<file path="config.mk">
export PLATFORM = sky130hd
export DESIGN_NAME = gpio_mask_arbiter
export DESIGN_NICKNAME = d
export VERILOG_FILES = /design/src/rtl/gpio_mask_arbiter.sv
export SDC_FILE = /design/constraint.sdc
export NUM_CORES = 1
export LEC_CHECK = 0
export BUFFER_PORTS_ARGS = -buffer_cell sky130_fd_sc_hd__buf_4
export CORE_MARGIN = 1
export CORE_UTILIZATION = 48
export DETAILED_ROUTE_END_ITERATION = 8
export GPL_TIMING_DRIVEN = 0
export PLACE_DENSITY = 0.85
export SYNTH_ARGS = -nofsm -noshare
export SYNTH_HDL_FRONTEND = slang
export SYNTH_SLANG_ARGS = --single-unit
</file>
<file path="constraint.sdc">
create_clock -name clk_i -period 4.4 [get_ports clk_i]
set_input_delay 0.44 -clock clk_i [delete_from_list [all_inputs] [get_ports clk_i]]
set_output_delay 0.44 -clock clk_i [all_outputs]
set_load 0.05 [all_outputs]
</file>
<file path="src/rtl/gpio_mask_arbiter.sv">
// Round-robin arbiter that turns one 32-bit masked GPIO update per requester
// into one or two 16-bit masked register writes on a shared write port.
// A requester is acknowledged only after all of its generated writes are accepted.
module gpio_mask_arbiter #(
   parameter int unsigned NumReq         = 4,
   parameter int unsigned AddrWidth      = 12,
   parameter logic [AddrWidth-1:0] OutLowerOffset = 'h14,
   parameter logic [AddrWidth-1:0] OutUpperOffset = 'h18,
   parameter logic [AddrWidth-1:0] OeLowerOffset  = 'h20,
   parameter logic [AddrWidth-1:0] OeUpperOffset  = 'h24,
   localparam int unsigned IdW = (NumReq > 1) ? $clog2(NumReq) : 1
) (
   input  logic                       clk_i,
   input  logic                       rst_i,
   input  logic [NumReq-1:0]          req_valid_i,
   input  logic [NumReq-1:0]          req_oe_i,
   input  logic [NumReq-1:0][31:0]    req_mask_i,
   input  logic [NumReq-1:0][31:0]    req_data_i,
   output logic [NumReq-1:0]          req_ready_o,
   output logic                       wr_valid_o,
   input  logic                       wr_ready_i,
   output logic [AddrWidth-1:0]       wr_addr_o,
   output logic [31:0]                wr_data_o,
   output logic                       busy_o,
   output logic [IdW-1:0]             grant_id_o
);

   typedef enum logic [1:0] {
      IDLE  = 2'd0,
      WR_LO = 2'd1,
      WR_HI = 2'd2,
      ACK   = 2'd3
   } state_e;

   state_e          state_q, state_d;
   logic [IdW-1:0]  rr_ptr_q;
   logic            oe_q;
   logic [31:0]     mask_q, data_q;

   logic            any_valid;
   logic [IdW-1:0]  win_id;
   // Payload used to build the next write: the incoming winner while in IDLE,
   // the latched copy afterwards, so inputs cannot disturb writes in flight.
   logic            cur_oe;
   logic [31:0]     cur_mask, cur_data;

   // Round-robin search upward from rr_ptr with wrap-around.
   always_comb begin
      // NOTE: every combinational output gets a default first so no latch is inferred.
      any_valid = 1'b0;
      win_id    = '0;
      for (int i = 0; i < int'(NumReq); i++) begin
         if (!any_valid && req_valid_i[(int'(rr_ptr_q) + i) % int'(NumReq)]) begin
            any_valid = 1'b1;
            win_id    = IdW'((int'(rr_ptr_q) + i) % int'(NumReq));
         end
      end
   end

   // Next-state selection; empty halves of the mask are skipped entirely.
   always_comb begin
      state_d  = state_q;
      cur_oe   = oe_q;
      cur_mask = mask_q;
      cur_data = data_q;
      case (state_q)
         IDLE: begin
            if (any_valid) begin
               cur_oe   = req_oe_i[win_id];
               cur_mask = req_mask_i[win_id];
               cur_data = req_data_i[win_id];
               if (cur_mask[15:0] != '0)       state_d = WR_LO;
               else if (cur_mask[31:16] != '0) state_d = WR_HI;
               else                            state_d = ACK;
            end
         end
         WR_LO: begin
            if (wr_ready_i) state_d = (mask_q[31:16] != '0) ? WR_HI : ACK;
         end
         WR_HI: begin
            if (wr_ready_i) state_d = ACK;
         end
         ACK:     state_d = IDLE;
         default: state_d = IDLE;
      endcase
   end

   // Status outputs decoded straight from the state register.
   always_comb begin
      req_ready_o = '0;
      if (state_q == ACK) req_ready_o[grant_id_o] = 1'b1;
      wr_valid_o = (state_q == WR_LO) || (state_q == WR_HI);
      busy_o     = (state_q != IDLE);
   end

   // State, payload, pointer and registered write bus; address/data load only on
   // entry to a write state so they hold steady under backpressure.
   always_ff @(posedge clk_i) begin
      if (rst_i) begin
         state_q    <= IDLE;
         rr_ptr_q   <= '0;
         oe_q       <= 1'b0;
         mask_q     <= '0;
         data_q     <= '0;
         grant_id_o <= '0;
         wr_addr_o  <= '0;
         wr_data_o  <= '0;
      end else begin
         // NOTE: sequential state uses non-blocking assignments so every flop
         // samples pre-edge values regardless of statement order.
         state_q <= state_d;
         if (state_q == IDLE && any_valid) begin
            oe_q       <= cur_oe;
            mask_q     <= cur_mask;
            data_q     <= cur_data;
            grant_id_o <= win_id;
         end
         if (state_q == ACK) begin
            rr_ptr_q <= IdW'((int'(grant_id_o) + 1) % int'(NumReq));
         end
         if (state_d == WR_LO && state_q != WR_LO) begin
            wr_addr_o <= cur_oe ? OeLowerOffset : OutLowerOffset;
            wr_data_o <= {cur_mask[15:0], cur_data[15:0]};
         end else if (state_d == WR_HI && state_q != WR_HI) begin
            wr_addr_o <= cur_oe ? OeUpperOffset : OutUpperOffset;
            wr_data_o <= {cur_mask[31:16], cur_data[31:16]};
         end
      end
   end

endmodule

</file>
==> metrics <==
Ys Warns 0; Clock Skew 6.776 ps; CORE AREA 0.01404 sq mm; layout net count 1617; main combinational cell family by area after synthesis simple AND/OR/NAND/NOR gates; final number of setup-violating endpoints 0; R2R cell count 14; maximum vdd drop 0.3579 mV; FF/Latch Area 0.002142 sq mm; largest net degree at the start of global routing 20; Setup WS pre-CTS -221.6 ps; max-capacitance violation count 0; Netlist cell types 44; first-pass GRT wire length 40.34 mm; H-tree depth 3; Setup crit start kind flip-flop; CP endpoint kind flip-flop; sequential area share after synthesis 30.68%; part of the power in combinational logic 54.6%; Mapped Cells 1012; total track usage 34.41%; area share of and/or/nand/nor cells after synthesis 39.28%; Cell Pwr Density 483.5 mW/mm^2; crit path DAT 4420 ps; switch share 46.44%; die area 0.01503 sq mm; Post-synth EDFFs 0; I/O pins 319; fin cells 1524; via count 8692; clock share of power 16.5%; ys async rst share 0%; initial antenna violation count 0; crit path kind flip-flop to flip-flop; initial core utilization 49.72%; layout cells sized above 1 26.64%; outcome complete, no violations; Slew Viols, Final 0; Fin. Hold Viols 0; Initial DRT Pass Iterations 5; cell count after placement 1508; flop2flop setup slack 260 ps; clk_lat worst skew 350 ps; DR WL/cell 17.06 um; routability congestion estimate 0.9552; Net Switching 0.002218 W; number of antenna diodes 0; WL final 25.99 mm; Leakage 4.425 nW; most common cell after layout, fill and taps aside buf_4; Synth Area in Compound Gates 20.16%; worst hold slack 458.7 ps; # clock sinks 107; CTS Root Cell clkbuf_16; hold-fix buffers at CTS 0; post-layout min period 4144 ps; hpwl dp 20.80 mm; reg2reg end wr_data_o[22]; vias in the first global route 8138; Slew headroom 32.85%; worst hold stages 2; Cell Int Power 0.002558 W; final core occ 70.36%; DRT iter0 DRCs 686; drc violations 0; Worst Min Path Start data_q[21]; Synth Cell Area 0.006982 sq mm; Fill cells 1251; vias per cell 5.703; ys flop type dfxtp_1; Req. time, crit path 4680 ps; max frequency 241.3 MHz; Reg-to-Reg Start rr_ptr_q[0]; Die Wd 122.6 um; Area Growth Syn to Fin 41.51%; DRT antenna net count 0; row cnt 43; XOR/XNOR Fraction of Synth Area 0%; area of the multi-input gates 0.004410 sq mm; worst slew pin tran 999.5 ps; CTS tree built; Adder-Cell Fraction of Synth Area 1.971%; crit-path max FO 10; Worst-path clk slew 80 ps; Seq cells post-synth 107; final setup TNS 0 ps; PortBufs 309; CTS max path bufs 2; most frequent cells in the layout buf_4, nand2_1, nand3_1; total grt overflow 0; min-delay worst type flip-flop to flip-flop; RSZ-0062 raised after global routing false; mux share of post-synthesis cell area 0.8961%; CTS Buf Count 9; part of the power in registers 28.9%; Mapped Avg Cell Area 6.899 sq um; Hold EP data_q[21]; die height 122.6 um; worst setup margin 256.0 ps; period utilisation layout 94.18%
-- critical path, stage by stage (launching register included) --
cell,delay (ps)
dfxtp_1,360
nor2b_1,70
or4b_4,530
buf_6,160
clkbuf_1,210
and3_1,220
a211oi_1,280
o22ai_1,130
or4_1,490
o31a_1,300
or3_1,350
buf_2,220
buf_6,160
or3b_1,410
a31oi_1,180
-- power by group through the flow --
stage | logic, W | registers (W) | clock network (W)
3_3_place_gp | 0.00251 | 0.00139 | 0
6_report | 0.00261 | 0.00138 | 0.000788
2_1_floorplan | 0.00119 | 0.00189 | 0
3_5_place_dp | 0.00255 | 0.00139 | 0
4_1_cts | 0.00256 | 0.00138 | 0.000783
5_1_grt | 0.00280 | 0.00140 | 0.000825
-- metal layers --
metal	part of all wire [%]	GRT usage [%]	vias to the layer above
met1	42	45.50	4022
met2	46	55.62	401
met5	0	0	-
met4	3.4	13.34	0
li1	-	-	4207
met3	8.2	5.855	62
-- kinds of logic after synthesis --
logic type,after synthesis
simple gates,553
compound gates,222
buf+inv,112
flops,107
fa+ha+maj,11
mux,6
other cells,1
-- Yosys cell counts (all sizes together) (10+ instances only) --
| cell type | instances | area share (%) |
|---|---|---|
| buf | 30 | 2.5 |
| o31ai | 10 | 1.1 |
| a211oi | 30 | 3.3 |
| a31oi | 34 | 3.0 |
| nor3 | 36 | 2.6 |
| nand3 | 112 | 8.0 |
| a211o | 19 | 2.4 |
| ha | 11 | 2.0 |
| or3b | 30 | 3.8 |
| clkbuf | 77 | 4.1 |
| o21ai | 36 | 2.6 |
| nor2b | 49 | 4.4 |
| nor2 | 20 | 1.1 |
| and3 | 47 | 4.2 |
| a21oi | 65 | 4.7 |
| dfxtp | 107 | 31 |
| nand2 | 229 | 12 |
-- metrics by stage --
| stage | cell area [sq um] | total power (W) |
|---|---|---|
| after floorplan | 7008 | 0.003084 |
| after global placement | 9553 | 0.003903 |
| after detailed placement | 9553 | 0.003945 |
| after CTS | 9838 | 0.004721 |
| after global routing | 9879 | 0.005031 |
| final | 9879 | 0.004776 |
-- how the worst max path moves through the flow --
stage                        start             to  slack [ps]  cells past startpoint
detailed placement  req_valid_i[0]   wr_addr_o[2]        -220                     18
floorplan           req_valid_i[0]   wr_addr_o[2]         580                     15
CTS                    rr_ptr_q[1]   wr_addr_o[2]           4                     16
finish                 rr_ptr_q[0]  wr_data_o[22]         260                     14
global route           rr_ptr_q[0]   wr_addr_o[2]          10                     16
global placement    req_valid_i[0]   wr_addr_o[2]        -160                     18
-- sequential cells by signal, summed over array words and instances, names as in the netlist --
register / cells
data_q: 32
grant_id_o: 2
mask_q: 32
oe_q: 1
rr_ptr_q: 2
state_q: 2
wr_addr_o: 4
wr_data_o: 32
-- final cells by class --
type                            instances  area share, %
Multi-Input combinational cell        800          44.64
Timing Repair Buffer                  309          23.48
Sequential cell                       107          21.68
Buffer                                107          4.838
Clock buffer                           10          2.318
Tap cell                              180          2.280
Clock inverter                          6         0.5699
Inverter                                5         0.1900
-- repair_timing --
| action | in CTS | in global routing |
|---|---|---|
| resized for setup | 0 | 20 |
| buffers inserted | 0 | 0 |
| setup endpoints to repair | 0 | 35 |
Note: power is estimated with default switching activity, not from simulation.
